--- config.mk ---
export PLATFORM = sky130hd
export DESIGN_NAME = press_cursor_ctrl
export DESIGN_NICKNAME = d
export VERILOG_FILES = /design/src/rtl/press_cursor_ctrl.sv
export SDC_FILE = /design/constraint.sdc
export NUM_CORES = 1
export LEC_CHECK = 0
export CORE_MARGIN = 2
export CORE_UTILIZATION = 35
export DETAILED_ROUTE_END_ITERATION = 12
export PLACE_DENSITY = 0.53
export SYNTH_ARGS = -nofsm -noshare
export SYNTH_HDL_FRONTEND = slang
export SYNTH_SLANG_ARGS = --single-unit
--- constraint.sdc ---
create_clock -name i_clk -period 4.07 [get_ports i_clk]
set_input_delay 0.6105 -clock i_clk [delete_from_list [all_inputs] [get_ports i_clk]]
set_output_delay 0.6105 -clock i_clk [all_outputs]
set_load 0.05 [all_outputs]
--- src/rtl/press_cursor_ctrl.sv ---
`default_nettype none
// ============================================================================
// Module   : press_cursor_ctrl
// Purpose  : Board cursor driven by debounced button pulses, plus a small
//            show-ahead FIFO of centre-press "select" coordinates handed to
//            the game side over a valid/ready handshake.
//            Macro PRESS_CURSOR_WRAP_EN: cursor wraps toroidally at the board
//            edges instead of saturating.
// Revision : 1.0 - initial release
// ============================================================================
module press_cursor_ctrl #(
    parameter int BOARD_SIZE = 19,
    parameter int COORD_W    = 5,
    parameter int FIFO_AW    = 2
) (
    input  logic               i_clk,
    input  logic               i_rst_n,
    input  logic               i_up,
    input  logic               i_down,
    input  logic               i_left,
    input  logic               i_right,
    input  logic               i_center,
    output logic [COORD_W-1:0] o_cur_x,
    output logic [COORD_W-1:0] o_cur_y,
    output logic               o_sel_valid,
    output logic [COORD_W-1:0] o_sel_x,
    output logic [COORD_W-1:0] o_sel_y,
    input  logic               i_sel_ready,
    output logic [FIFO_AW:0]   o_sel_count,
    output logic               o_drop
);

    localparam int DEPTH = 1 << FIFO_AW;

    localparam logic [COORD_W-1:0] c_max = COORD_W'(BOARD_SIZE - 1);
    localparam logic [COORD_W-1:0] c_mid = COORD_W'((BOARD_SIZE - 1) / 2);
    localparam logic [FIFO_AW:0]   c_full = {1'b1, {FIFO_AW{1'b0}}};

`ifdef PRESS_CURSOR_WRAP_EN
    // Value a coordinate takes when stepping past the low / high edge.
    localparam logic [COORD_W-1:0] c_below_lo = c_max;
    localparam logic [COORD_W-1:0] c_above_hi = '0;
`else
    localparam logic [COORD_W-1:0] c_below_lo = '0;
    localparam logic [COORD_W-1:0] c_above_hi = c_max;
`endif

    // One axis step: opposite presses cancel, edges saturate or wrap.
    function automatic logic [COORD_W-1:0] f_step(
        input logic [COORD_W-1:0] cur,
        input logic               dec,
        input logic               inc
    );
        logic [COORD_W-1:0] res;
        res = cur;
        if (dec && !inc) begin
            if (cur == '0)
                res = c_below_lo;
            else
                res = cur - 1'b1;
        end else if (inc && !dec) begin
            if (cur >= c_max)
                res = c_above_hi;
            else
                res = cur + 1'b1;
        end
        return res;
    endfunction

    logic [COORD_W-1:0] r_cur_x;
    logic [COORD_W-1:0] r_cur_y;

    logic [COORD_W-1:0] r_mem_x [DEPTH];
    logic [COORD_W-1:0] r_mem_y [DEPTH];
    logic [FIFO_AW-1:0] r_wr_ptr;
    logic [FIFO_AW-1:0] r_rd_ptr;
    logic [FIFO_AW:0]   r_count;
    logic [COORD_W-1:0] r_sel_x;
    logic [COORD_W-1:0] r_sel_y;
    logic               r_drop;

    logic               w_valid;
    logic               w_pop;
    logic               w_push;
    logic               w_full;
    logic [FIFO_AW-1:0] w_rd_next;
    logic [FIFO_AW:0]   w_count_next;
    logic [COORD_W-1:0] w_head_x;
    logic [COORD_W-1:0] w_head_y;

    assign w_valid   = (r_count != '0);
    assign w_full    = (r_count == c_full);
    assign w_pop     = w_valid && i_sel_ready;
    // A full FIFO still accepts a push when the head leaves on the same edge.
    assign w_push    = i_center && (!w_full || w_pop);
    assign w_rd_next = r_rd_ptr + 1'b1;

    // Next occupancy and next head value for the show-ahead output registers.
    always_comb begin
        w_count_next = r_count;
        w_head_x     = r_sel_x;
        w_head_y     = r_sel_y;
        if (w_push && !w_pop)
            w_count_next = r_count + 1'b1;
        else if (w_pop && !w_push)
            w_count_next = r_count - 1'b1;

        if (w_pop) begin
            if (r_count > 1) begin
                w_head_x = r_mem_x[w_rd_next];
                w_head_y = r_mem_y[w_rd_next];
            end else if (w_push) begin
                w_head_x = r_cur_x;
                w_head_y = r_cur_y;
            end
        end else if (!w_valid && w_push) begin
            w_head_x = r_cur_x;
            w_head_y = r_cur_y;
        end
    end

    // Cursor register; the two axes move independently.
    always_ff @(posedge i_clk or negedge i_rst_n) begin
        if (!i_rst_n) begin
            r_cur_x <= c_mid;
            r_cur_y <= c_mid;
        end else begin
            r_cur_x <= f_step(r_cur_x, i_left, i_right);
            r_cur_y <= f_step(r_cur_y, i_up, i_down);
        end
    end

    // FIFO storage; captures the cursor as it stood before this edge.
    always_ff @(posedge i_clk) begin
        if (w_push) begin
            r_mem_x[r_wr_ptr] <= r_cur_x;
            r_mem_y[r_wr_ptr] <= r_cur_y;
        end
    end

    // FIFO pointers, occupancy, head registers and drop pulse.
    always_ff @(posedge i_clk or negedge i_rst_n) begin
        if (!i_rst_n) begin
            r_wr_ptr <= '0;
            r_rd_ptr <= '0;
            r_count  <= '0;
            r_sel_x  <= '0;
            r_sel_y  <= '0;
            r_drop   <= 1'b0;
        end else begin
            if (w_push)
                r_wr_ptr <= r_wr_ptr + 1'b1;
            if (w_pop)
                r_rd_ptr <= w_rd_next;
            r_count <= w_count_next;
            r_sel_x <= w_head_x;
            r_sel_y <= w_head_y;
            r_drop  <= i_center && w_full && !w_pop;
        end
    end

    assign o_cur_x     = r_cur_x;
    assign o_cur_y     = r_cur_y;
    assign o_sel_valid = w_valid;
    assign o_sel_x     = r_sel_x;
    assign o_sel_y     = r_sel_y;
    assign o_sel_count = r_count;
    assign o_drop      = r_drop;

endmodule
`default_nettype wire

==> reports/results.tsv <==
stage	metric	value	unit
global_route	grt_max_degree	29	
timing	hold_violations	0	
timing	clock.fmax	371	MHz
clocking	cts_sinks	68	
synthesis	synth_edf_count	40	
routing	wire_per_inst	16.5	um
routing	drc	0	
worst_setup_path	cp_max_fo	6	
pwr	ir_drop	0.455	mV
cells_and_area	syn_to_final_growth	17.9	%
synthesis	synth.mux.area_fraction	0.140	
floorplan	num_io_pins	33	
routing	viasPerCell	5.19	
synthesis	synth_seq_cells	68	
worst_hold_path	hold_class	reg -> reg	
floorplan	num_rows	35	
cells_and_area	drive_gt1_frac	0.190	
clocking	cts_buffers	9	
cells_and_area	antennaDiodeCount	0	
status	status	finished, final reports clean	
placed_design	hpwl	4.04	mm
worst_setup_path	criticalPathCategory	reg -> out	
worst_setup_path	worstSetupEndpointType	primary output	
global_route	grt_usage	0.139	
cells_and_area	nets	296	
synthesis	synth_top_area_frac	0.363	
synthesis	synth_top_family_by_area	multiplexers	
placed_design	place_congestion	0.819	
timing	skew	14.7	ps
floorplan	core_area	9200	um^2
synthesis	ys.flop_type	edfxtp_1	
routing	drt_iter0_markers	89	
synthesis	yosys.area.top_type	edfxtp_1	
clocking	cts_max_level	3	
synthesis	syn_inst	232	
routing	drtPass1Iterations	4	
synthesis	synth-adder-area-share	0.0755	
clocking	clk_latency	340	ps
worst_setup_path	cp_slowest_cell	clkdlybuf4s50_1	
worst_setup_path	crit_chain	inv_1, ha_1, nand2b_1, clkdlybuf4s50_1	
synthesis	async_flop_share	0.412	
synthesis	synth_area_leaders	edfxtp_1 (36%), dfrtp_1 (18%), ha_1 (7.6%)	
routing	finalWirelength	6.32	mm
floorplan	die_y	101	um
timing	fin_crit	2700	ps
worst_setup_path	cp.arrival	2080	ps
global_route	grt_pass1_wl	10.7	mm
clocking	root_buffer	clkbuf_8	
clocking	cts.repair.resized	0	
timing	tightest_slew	739	ps
timing	finalSetupTns	0	ps
clocking	clock_path_buffers	2	
global_route	grt_pass1_vias	2013	
synthesis	yosysSeqAreaShare	0.576	
clocking	clk_pin_slew	70	ps
synthesis	synth_xor_area_frac	0.0159	
timing	rsz0062_at_grt	no	
synthesis	synthesis.nets	260	
clocking	post-cts-setup-buffers	0	
global_route	overflow	0	
clocking	tritoncts	built	
cells_and_area	fillers	862	
worst_setup_path	required	3460	ps
synthesis	syn_area	3310	um^2
synthesis	synth_compound_area_frac	0.0819	
synthesis	ys_warn_count	0	
synthesis	synthSimpleGateAreaFrac	0.0748	
routing	vias	1994	
floorplan	die_area	10300	um^2
synthesis	yosys.cell_types.count	49	
placed_design	place.port_buffers	32	
timing	finalSetupViolCount	0	
synthesis	syn_avg_cell_area	14.3	um^2
worst_setup_path	startpoint_type	flip-flop	
pwr	p_total	3.38	mW
routing	ant_nets	0	
global_route	antenna_found_initial	0	
timing	maxSlewHeadroom	0.508	
timing	drv_slew	0	
floorplan	die_w	101	um
pwr	p_per_area	866	nW/um^2
flow_run	drv_cap	0	
floorplan	initial_core_util	0.360	
worst_setup_path	slowest_delay	820	ps
timing	fin_crit_sh	0.662	
clocking	cts_hold_buf	0	
pwr	power.leakage	1.54	nW
==> worst max-delay path, delay by kind of cell (launching register included) <==
family / cells / cell delay [ps]
buffers and inverters: 2 / 910
and+or+nand+nor: 1 / 130
DFF: 1 / 460
adders and majority gates: 1 / 250
==> cells in the final DEF (no fill, tap or decap), drive strengths merged, types with 3 or more instances in the layout <==
cell	netlist	routed
nand3	5	5
a22o	3	3
dfstp	4	4
nand2	12	12
mux4	10	10
a31oi	4	4
mux2	20	20
xnor2	4	4
o21ai	11	11
inv	17	17
clkdlybuf4s50	0	32
dfrtp	24	24
and3	5	5
edfxtp	40	40
nor2	6	6
ha	20	20
clkbuf	4	14
nand2b	6	6
==> state kept, by name (all words and copies together) (netlist names) <==
name         cells
r_wr_ptr         2
o_sel_x          5
o_cur_x          5
o_sel_count      3
r_rd_ptr         2
o_sel_y          5
r_mem_x         20
o_cur_y          5
o_drop           1
r_mem_y         20
==> power by group <==
group          switching, mW  internal [mW]
logic                  0.867          0.676
registers              0.293           1.04
clock network          0.238          0.270
==> path summary, 6_finish.rpt <==
| path | to | from | slack [ps] | depth (start not counted) |
|---|---|---|---|---|
| worst max-delay path | o_sel_valid | o_sel_count[0] | 1370 | 4 |
| worst min-delay path | o_sel_x[3] | o_sel_x[3] | 500 | 1 |
| worst max register to register | o_sel_x[4] | o_sel_count[0] | 1630 | 9 |
| worst min register to register | o_sel_x[3] | o_sel_x[3] | 500 | 1 |
| max in group asynchronous | o_cur_y[0] | i_rst_n | 3080 | 2 |
| min in group asynchronous | o_sel_count[0] | i_rst_n | 650 | 2 |
==> cells in the mapped netlist (all sizes together) (2+ instances only) <==
library cell,count
dfstp,4
clkbuf,4
o41ai,2
mux2,20
o22ai,2
a21o,2
dfrtp,24
o22a,2
nor3,2
nand3,5
xor2,2
or4b,2
buf,4
nand2b,6
edfxtp,40
ha,20
nand3b,2
mux4,10
xnor2,4
nand2,12
a31oi,4
nor2,6
a22o,3
inv,17
a21oi,2
and3,5
o21ai,11
==> layout make-up <==
class / instances / area (um^2) / share of cell area
clock buffer: 14 / 173 / 0.0442
clock inverter: 2 / 10.0 / 0.00256
inverter: 17 / 63.8 / 0.0163
multi-input combinational: 139 / 1290 / 0.329
sequential: 68 / 1910 / 0.488
tap: 111 / 139 / 0.0356
timing repair buffer: 33 / 328 / 0.0839
==> per-stage QoR <==
step	util	instance area (um^2)	setup WS (ps)	instances	hold slack, ps
6_report	0.425	3910	1370	384	503
5_1_grt	0.425	3910	1230	384	530
4_1_cts	0.425	3910	1340	384	510
3_5_place_dp	0.405	3720	1250	368	495
3_3_place_gp	0.405	3720	1320	368	493
2_1_floorplan	-	3310	1470	232	315
==> logic make-up after synthesis <==
group	Yosys count
flops	68
simple gates	45
compound gates	37
mux	31
buf+inv	25
fa+ha+maj	20
xor+xnor	6
==> routing by layer <==
metal | global-route usage | vias up | wire [um]
li1 | - | 945 | -
met1 | 0.188 | 996 | 3010
met2 | 0.211 | 49 | 3010
met3 | 0.0531 | 4 | 255
met4 | 0.0374 | 0 | 39
met5 | 0 | - | 0
(Power assumes the default switching activity.)
